<file path="src/rtl/aoc_frame_rx.sv">
// aoc_frame_rx: UART (8E1) receiver, AoC frame header parser and packed-BCD
// unpacker. It emits one BCD digit per cycle, with line and frame boundary flags.
module aoc_frame_rx #(
  parameter int CLK_FREQ       = 12_000_000,
  parameter int BAUD_RATE      = 921_600,
  parameter int CYCLES_PER_BIT = CLK_FREQ / BAUD_RATE
) (
  input  logic        sysclk,
  input  logic        rst,
  input  logic        uart_txd_in,
  output logic        hdr_valid,
  output logic [7:0]  line_len,
  output logic [11:0] line_count,
  output logic [3:0]  num_digits,
  output logic        digit_valid,
  output logic [3:0]  digit,
  output logic        line_end,
  output logic        frame_end,
  output logic        parity_err,
  output logic        stop_err,
  output logic        hdr_err,
  output logic        busy
);

  localparam int CNT_W = $clog2(CYCLES_PER_BIT + 1);
  localparam logic [CNT_W-1:0] HALF_CNT = CNT_W'(CYCLES_PER_BIT / 2);
  localparam logic [CNT_W-1:0] LAST_CNT = CNT_W'(CYCLES_PER_BIT - 1);

  typedef enum logic [2:0] {RX_IDLE, RX_START, RX_DATA, RX_PARITY, RX_STOP} rx_state_t;
  typedef enum logic [2:0] {P_WAIT_SYNC, P_HDR_LEN, P_HDR_YH, P_HDR_YL, P_DATA} p_state_t;

  rx_state_t        rx_state, rx_next;
  p_state_t         p_state, p_next;
  logic             rx_p0, rx_p1, rx_p2;
  logic             armed;
  logic [CNT_W-1:0] cnt;
  logic [2:0]       bit_idx;
  logic [7:0]       shift_p0;
  logic             par_bit;
  logic             byte_stb, par_fail, stop_fail;
  logic             hdr_ok, hdr_bad, last_byte, last_line;
  logic [7:0]       len_sh, yh_sh;
  logic [11:0]      yyy;
  logic [7:0]       byte_cnt;
  logic [11:0]      line_cnt;
  logic             vld_p0, line_p0, frame_p0;
  logic [3:0]       nib_p0;

  assign yyy = {yh_sh, shift_p0[7:4]};

  // Stage p0/p1: metastability synchroniser; p2 is the history flop for the edge detect
  always_ff @(posedge sysclk) begin
    if (rst) begin
      rx_p0 <= 1'b1;
      rx_p1 <= 1'b1;
      rx_p2 <= 1'b1;
    end else begin
      rx_p0 <= uart_txd_in;
      rx_p1 <= rx_p0;
      rx_p2 <= rx_p1;
    end
  end

  // Arming: a framing error disarms until the line has been seen idle-high again
  always_ff @(posedge sysclk) begin
    if (rst)            armed <= 1'b0;
    else if (stop_fail) armed <= 1'b0;
    else if (rx_p1)     armed <= 1'b1;
  end

  // RX state register
  always_ff @(posedge sysclk) begin
    if (rst) rx_state <= RX_IDLE;
    else     rx_state <= rx_next;
  end

  // RX next state and character check at the stop-bit sample
  always_comb begin
    rx_next   = rx_state;
    byte_stb  = 1'b0;
    par_fail  = 1'b0;
    stop_fail = 1'b0;
    case (rx_state)
      RX_IDLE:   if (armed && rx_p2 && !rx_p1) rx_next = RX_START;
      RX_START:  if (cnt == HALF_CNT) rx_next = rx_p1 ? RX_IDLE : RX_DATA;
      RX_DATA:   if (cnt == LAST_CNT && bit_idx == 3'd7) rx_next = RX_PARITY;
      RX_PARITY: if (cnt == LAST_CNT) rx_next = RX_STOP;
      RX_STOP: begin
        if (cnt == LAST_CNT) begin
          rx_next   = RX_IDLE;
          par_fail  = ^{shift_p0, par_bit};
          stop_fail = !rx_p1;
          byte_stb  = !par_fail && rx_p1;
        end
      end
      default:   rx_next = RX_IDLE;
    endcase
  end

  // Bit timing counter: restarts at mid start bit, then fires every bit period
  always_ff @(posedge sysclk) begin
    if (rst) begin
      cnt     <= '0;
      bit_idx <= '0;
    end else begin
      if (rx_state == RX_IDLE)
        cnt <= '0;
      else if ((rx_state == RX_START) ? (cnt == HALF_CNT) : (cnt == LAST_CNT))
        cnt <= '0;
      else
        cnt <= cnt + CNT_W'(1);
      if (rx_state == RX_START)
        bit_idx <= '0;
      else if (rx_state == RX_DATA && cnt == LAST_CNT)
        bit_idx <= bit_idx + 3'd1;
    end
  end

  // Data and parity capture, LSB first
  always_ff @(posedge sysclk) begin
    if (rx_state == RX_DATA && cnt == LAST_CNT)   shift_p0 <= {rx_p1, shift_p0[7:1]};
    if (rx_state == RX_PARITY && cnt == LAST_CNT) par_bit  <= rx_p1;
  end

  // Character error pulses
  always_ff @(posedge sysclk) begin
    if (rst) begin
      parity_err <= 1'b0;
      stop_err   <= 1'b0;
    end else begin
      parity_err <= par_fail;
      stop_err   <= stop_fail;
    end
  end

  // Parser state register
  always_ff @(posedge sysclk) begin
    if (rst) p_state <= P_WAIT_SYNC;
    else     p_state <= p_next;
  end

  // Parser next state, header validation and position decode
  always_comb begin
    p_next    = p_state;
    hdr_ok    = 1'b0;
    hdr_bad   = 1'b0;
    last_byte = (byte_cnt == line_len - 8'd1);
    last_line = (line_cnt == line_count - 12'd1);
    if (byte_stb) begin
      case (p_state)
        P_WAIT_SYNC: if (shift_p0 == 8'hAA) p_next = P_HDR_LEN;
        P_HDR_LEN:   p_next = P_HDR_YH;
        P_HDR_YH:    p_next = P_HDR_YL;
        P_HDR_YL: begin
          if (len_sh == 8'd0 || yyy == 12'd0) begin
            hdr_bad = 1'b1;
            p_next  = P_WAIT_SYNC;
          end else begin
            hdr_ok = 1'b1;
            p_next = P_DATA;
          end
        end
        P_DATA:      if (last_byte && last_line) p_next = P_WAIT_SYNC;
        default:     p_next = P_WAIT_SYNC;
      endcase
    end
  end

  // Header shadow registers; only published once the whole header is accepted
  always_ff @(posedge sysclk) begin
    if (byte_stb && p_state == P_HDR_LEN) len_sh <= shift_p0;
    if (byte_stb && p_state == P_HDR_YH)  yh_sh  <= shift_p0;
  end

  // Stage p0: low nibble and its boundary flags held for the second unpack cycle
  always_ff @(posedge sysclk) begin
    if (byte_stb && p_state == P_DATA) begin
      nib_p0   <= shift_p0[3:0];
      line_p0  <= last_byte;
      frame_p0 <= last_byte && last_line;
    end
  end

  // Header outputs, frame position counters, digit stream and busy
  always_ff @(posedge sysclk) begin
    if (rst) begin
      hdr_valid   <= 1'b0;
      hdr_err     <= 1'b0;
      busy        <= 1'b0;
      line_len    <= '0;
      line_count  <= '0;
      num_digits  <= '0;
      byte_cnt    <= '0;
      line_cnt    <= '0;
      digit_valid <= 1'b0;
      digit       <= '0;
      line_end    <= 1'b0;
      frame_end   <= 1'b0;
      vld_p0      <= 1'b0;
    end else begin
      hdr_valid   <= hdr_ok;
      hdr_err     <= hdr_bad;
      digit_valid <= 1'b0;
      line_end    <= 1'b0;
      frame_end   <= 1'b0;
      if (byte_stb && p_state == P_WAIT_SYNC && shift_p0 == 8'hAA)
        busy <= 1'b1;
      else if (hdr_bad || (vld_p0 && frame_p0))
        busy <= 1'b0;
      if (hdr_ok) begin
        line_len   <= len_sh;
        line_count <= yyy;
        num_digits <= shift_p0[3:0];
        byte_cnt   <= '0;
        line_cnt   <= '0;
      end
      if (byte_stb && p_state == P_DATA) begin
        digit_valid <= 1'b1;
        digit       <= shift_p0[7:4];
        vld_p0      <= 1'b1;
        if (last_byte) begin
          byte_cnt <= '0;
          line_cnt <= line_cnt + 12'd1;
        end else begin
          byte_cnt <= byte_cnt + 8'd1;
        end
      end else if (vld_p0) begin
        digit_valid <= 1'b1;
        digit       <= nib_p0;
        line_end    <= line_p0;
        frame_end   <= frame_p0;
        vld_p0      <= 1'b0;
      end
    end
  end

endmodule

</file>
<file path="config.mk">
export PLATFORM = sky130hd
export DESIGN_NAME = aoc_frame_rx
export DESIGN_NICKNAME = d
export VERILOG_FILES = /design/src/rtl/aoc_frame_rx.sv
export SDC_FILE = /design/constraint.sdc
export NUM_CORES = 1
export LEC_CHECK = 0
export ABC_AREA = 1
export CAP_MARGIN = 20
export CORE_MARGIN = 2
export CORE_UTILIZATION = 26
export DETAILED_ROUTE_END_ITERATION = 10
export MAX_ROUTING_LAYER = met4
export PLACE_DENSITY_LB_ADDON = 0.1
export SLEW_MARGIN = 20
export SYNTH_ARGS = -nofsm -noshare
export SYNTH_HDL_FRONTEND = slang
export SYNTH_SLANG_ARGS = --single-unit
</file>
<file path="constraint.sdc">
create_clock -name sysclk -period 5.8 [get_ports sysclk]
set_input_delay 0.58 -clock sysclk [delete_from_list [all_inputs] [get_ports sysclk]]
set_output_delay 0.58 -clock sysclk [all_outputs]
set_load 0.02 [all_outputs]
</file>
## Word-level counts from Yosys, hierarchy flattened

Index checks and enable logic that the tools add are counted.

| word-level totals | value |
|---|---|
| register bits | 105 |
| input port bits | 3 |
| word-level logic and storage cells | 127 |

| operators by class | value |
|---|---|
| $add $sub $neg | 6 |
| equal/unequal tests | 21 |
| mux-type cells | 35 |
| bitwise operators | 3 |
| reductions and logical operators | 32 |

Operators with widths:

| operator | count |
|---|---|
| $mux W12 | 3 |
| $pmux W3 S5 | 2 |
| $mux W3 | 8 |
| $mux W8 | 3 |
| $mux W1 | 16 |
| $logic_and A1 B1 Y1 | 13 |
| $add A12 B1 Y12 const B | 1 |
| $eq A12 B12 Y1 | 1 |
| $eq A3 B2 Y1 const B | 4 |
| $logic_not A12 Y1 | 1 |
| $ne A2 B2 Y1 const B | 6 |
| $sub A12 B1 Y12 const B | 1 |
| $eq A3 B3 Y1 const B | 3 |
| $reduce_or A3 Y1 | 3 |
| $reduce_xor A9 Y1 | 1 |
| $add A8 B1 Y8 const B | 1 |
| $eq A8 B8 Y1 | 1 |
| $eq A8 B8 Y1 const B | 1 |
| $logic_not A8 Y1 | 1 |
| $mux W4 | 2 |
| $sub A8 B1 Y8 const B | 1 |
| $eq A3 B1 Y1 const B | 2 |
| $logic_not A3 Y1 | 2 |
| $reduce_bool A2 Y1 | 3 |
| other kinds (12) | 17 |

## Depth between registers and ports, before layout

| depth | value |
|---|---|
| depth in word-level cells | 9 |
| mapped depth | 17 |
| mapped depth without buffers | 16 |

## Worst setup path before layout

No wires, ideal clock.

| path | value |
|---|---|
| path type | register to register |
| from | reg shift_p0[2] |
| to | reg yh_sh[0] (enable) |
| setup time | 370 ps |
| arrival time | 1656 ps |
| setup slack | 3774 ps |
| cell stages (with the launch flop) | 9 |
| buffers on the path | 0 |
| path through | edfxtp_1 or2_1 nand2_1 inv_1 nand2_2 nand2_1 nand2_2 nand3_4 nor2_1 |

| between the ends | value |
|---|---|
| longest elaborated chain between the ends | 6 |

RTL lines:

| what | RTL line | source |
|---|---|---|
| start, declared | 38 | `logic [7:0] shift_p0;` |
| start signal, assigned | 121 | `if (rx_state == RX_DATA && cnt == LAST_CNT) shift_p0 <= {rx_p1, shift_p0[7:1]};` |
| $reduce_xor A9 Y1 | 91 | `par_fail = ^{shift_p0, par_bit};` |
| $logic_not A1 Y1 | 93 | `byte_stb = !par_fail && rx_p1;` |
| $logic_and A1 B1 Y1 | 93 |  |
| $mux W1 | 89 | `if (cnt == LAST_CNT) begin` |
| $mux W1 | 83 | `case (rx_state)` |
| $logic_and A1 B1 Y1 | 172 | `if (byte_stb && p_state == P_HDR_YH) yh_sh <= shift_p0;` |
| end signal, assigned | 172 |  |
| end, declared | 42 | `logic [7:0] len_sh, yh_sh;` |

Every way passes these cells.
A chain may end at the register's enable or synchronous reset.

## Final worst setup path

| path | value |
|---|---|
| from | in rst |
| to | reg line_end |

| between the ends | value |
|---|---|
| longest elaborated chain between the ends | 1 |

RTL lines:

| what | RTL line | source |
|---|---|---|
| start, declared | 9 | `input logic rst,` |
| $reduce_or A3 Y1 (no line) | - |  |
| end signal, assigned | 230 | `line_end <= line_p0;` |
| end, declared | 17 | `output logic line_end,` |

Every way passes these cells.

==> impl_metrics.csv <==
group,metric,value,unit
outcome,status,"completed",
synthesis,synth_area,5500,um^2
synthesis,ys_seq_elements,105,
sta,tns,0,ns
setup_path,path_class,"in -> reg",
synthesis,synth_cell_types,46,
synthesis,yosysTopAreaCell,"dfxtp_1",
power_and_ir_drop,leakagePower,0.00255,uW
synthesis,ys_seq_area_share,43.8,%
floorplanning,core,20900,um^2
floorplanning,start_util,26.3,%
global_route,grt_overflow,0,
synthesis,syn_avg_cell_area,8.15,um^2
place,post-dp-hpwl,10500,um
sta,min_period,2.63,ns
clock_network,clk_latency,0.35,ns
clock_network,cts_resized,0,
clock_network,cts_made_buffers,9,
floorplanning,die-area,22300,um^2
drt,drtIter0Drc,240,
clock_network,cts_sinks,105,
floorplanning,die_h,149,um
clock_network,cts_tree,"yes",
synthesis,synth_top_flop_cell,"dfxtp_1",
synthesis,synth-edff-count,31,
clock_network,post_cts_buffers,0,
clock_network,cts_max_level,3,
global_route,grtUsageTotal,13.6,%
place,gp_congestion,0.837,
setup_path,arrival,2.86,ns
setup_path,end_kind,"register",
synthesis,async_flop_share,0,%
setup_path,cp-start-kind,"input pin",
final_layout,final_cell_mix,"nand2_1, nor2_1, dfxtp_1",
final_layout,mostFrequentLayoutCell,"nand2_1",
global_route,grt_max_degree,56,
final_layout,design_area,6430,um^2
global_route,antenna_found_initial,0,
global_route,grt_pass1_wl,22600,um
synthesis,synth_nets,687,
clock_network,clk_path_buf_depth,2,
drt,drt-vias-per-instance,4.43,
synthesis,yosys-top-cells-area,"dfxtp_1, edfxtp_1, nand2_1",
clock_network,clock-root-buffer,"clkbuf_16",
sta,tightestPinTransition,1.10,ns
job,maxCapViolCount,0,
setup_path,worstPathRequired,6.03,ns
synthesis,yosysWarnings,0,
global_route,grt_pass1_vias,4284,
worst_hold_path,hp-class,"reg -> reg",
sta,rsz0062_at_grt,"no",
floorplanning,io_pins,39,
floorplanning,num_rows,53,
setup_path,cp_max_fo,35,
power_and_ir_drop,power_density,248,nW/um^2
drt,vias,4359,
place,place_area,6070,um^2
drt,ant_nets,0,
drt,route.detailed.drc,0,
synthesis,synth_top_area_share,26.9,%
drt,wirelength,14200,um
sta,hold_viol,0,
floorplanning,fp.dieW,149,um
sta,fmax,381,MHz
drt,wire_per_inst,14.4,um
final_layout,drive_above_1_share,10.8,%
final_layout,synthToLayoutAreaGrowth,16.9,%
sta,report.final.slew_viol_count,0,
final_layout,n_antenna_cell,0,
final_layout,fin_nets,717,
sta,clock_skew,0.0114,ns
clock_network,path_clk_slew,0.07,ns
sta,slew_headroom,26.7,%
power_and_ir_drop,peakVddDrop,0.136,mV
place,place.port_buffers,38,
sta,finalSetupViolations,0,
drt,dr.pass1.iters,4,
clock_network,holdBufCountCts,0,
sta,timing.final.crit_share,45.3,%
synthesis,syn_inst,675,
-- Yosys cell counts, types with 5 or more instances --
library cell,count
nand2_1,117
nor2_1,91
dfxtp_1,74
inv_1,72
nand3_1,45
a21oi_1,37
edfxtp_1,31
xor2_1,27
o21ai_1,24
o21ai_0,22
a21oi_2,20
xnor2_1,11
ha_1,9
nand4_1,8
inv_2,7
nand3_2,7
nor4_1,7
clkbuf_1,6
nor3_1,6
buf_6,5
or2_2,5
-- critical path, stage by stage --
cell and delay, ns:
clkdlybuf4s50_1 1.19, inv_1 0.47, buf_4 0.40, nand3_1 0.16, nor2_1 0.06
-- power breakdown --
group | total (uW) | switching, uW | internal (uW) | leakage, uW
Clock | 739 | 273 | 466 | 0.000170
Combinational | 83.0 | 55.3 | 27.7 | 0.00151
Sequential | 773 | 11.1 | 761 | 0.000871
-- per-stage QoR --
stage                     util (%)  power [uW]  setup WS (ns)  hold slack, ns  instances
after floorplan                  -         852           3.77           0.389        675
after global placement        29.1         871           2.92           0.453        969
after detailed placement      29.1         873           2.80           0.449        969
after CTS                     30.8        1610           3.18           0.468        985
after global routing          30.8        1670           2.98           0.473        985
final                         30.8        1590           3.17           0.451        985
-- per-layer routing --
metal	part of all wire (%)	vias to the layer above	wire (um)	global-route usage [%]
li1	-	2264	-	-
met1	48	2051	6770	16.8
met2	49	40	6930	22.6
met3	2.8	4	390	3.23
met4	0.59	0	84	2.62
met5	0	-	0	-
-- cells by family (layout without fill, tap and decap cells) --
family	count (synthesis)	in the layout	synth area share, %
AND/OR/NAND/NOR	314	314	27.5
AO/OA/AOI/OAI	106	106	11.1
flip-flops	105	105	43.8
buffers and inverters	100	135	8.44
XOR/XNOR	41	41	7.05
adder cells (fa/ha/maj)	9	9	2.05
-- worst paths after layout --
check	cells past startpoint	slack, ns	startpoint	to
hold / removal	1	0.45	rx_p0	rx_p1
hold reg to reg	1	0.45	rx_p0	rx_p1
setup reg to reg	10	3.26	shift_p0[2]	line_cnt[9]
setup / recovery	5	3.17	rst	line_end
-- registers in the layout, summed over array words and instances (netlist names), 3 cells and up --
signal,cells
cnt,4
byte_cnt,8
digit,4
line_count,12
p_state,3
bit_idx,3
nib_p0,4
shift_p0,8
line_cnt,12
yh_sh,8
line_len,8
rx_state,3
num_digits,4
len_sh,8
-- final cells by class --
cell class	count	area [um^2]
Fill cell	2251	14500
Multi-Input combinational cell	470	2630
Sequential cell	105	2410
Timing Repair Buffer	39	388
Tap cell	275	344
Inverter	80	300
Clock buffer	11	233
Clock inverter	5	128
(Power assumes the default switching activity.)
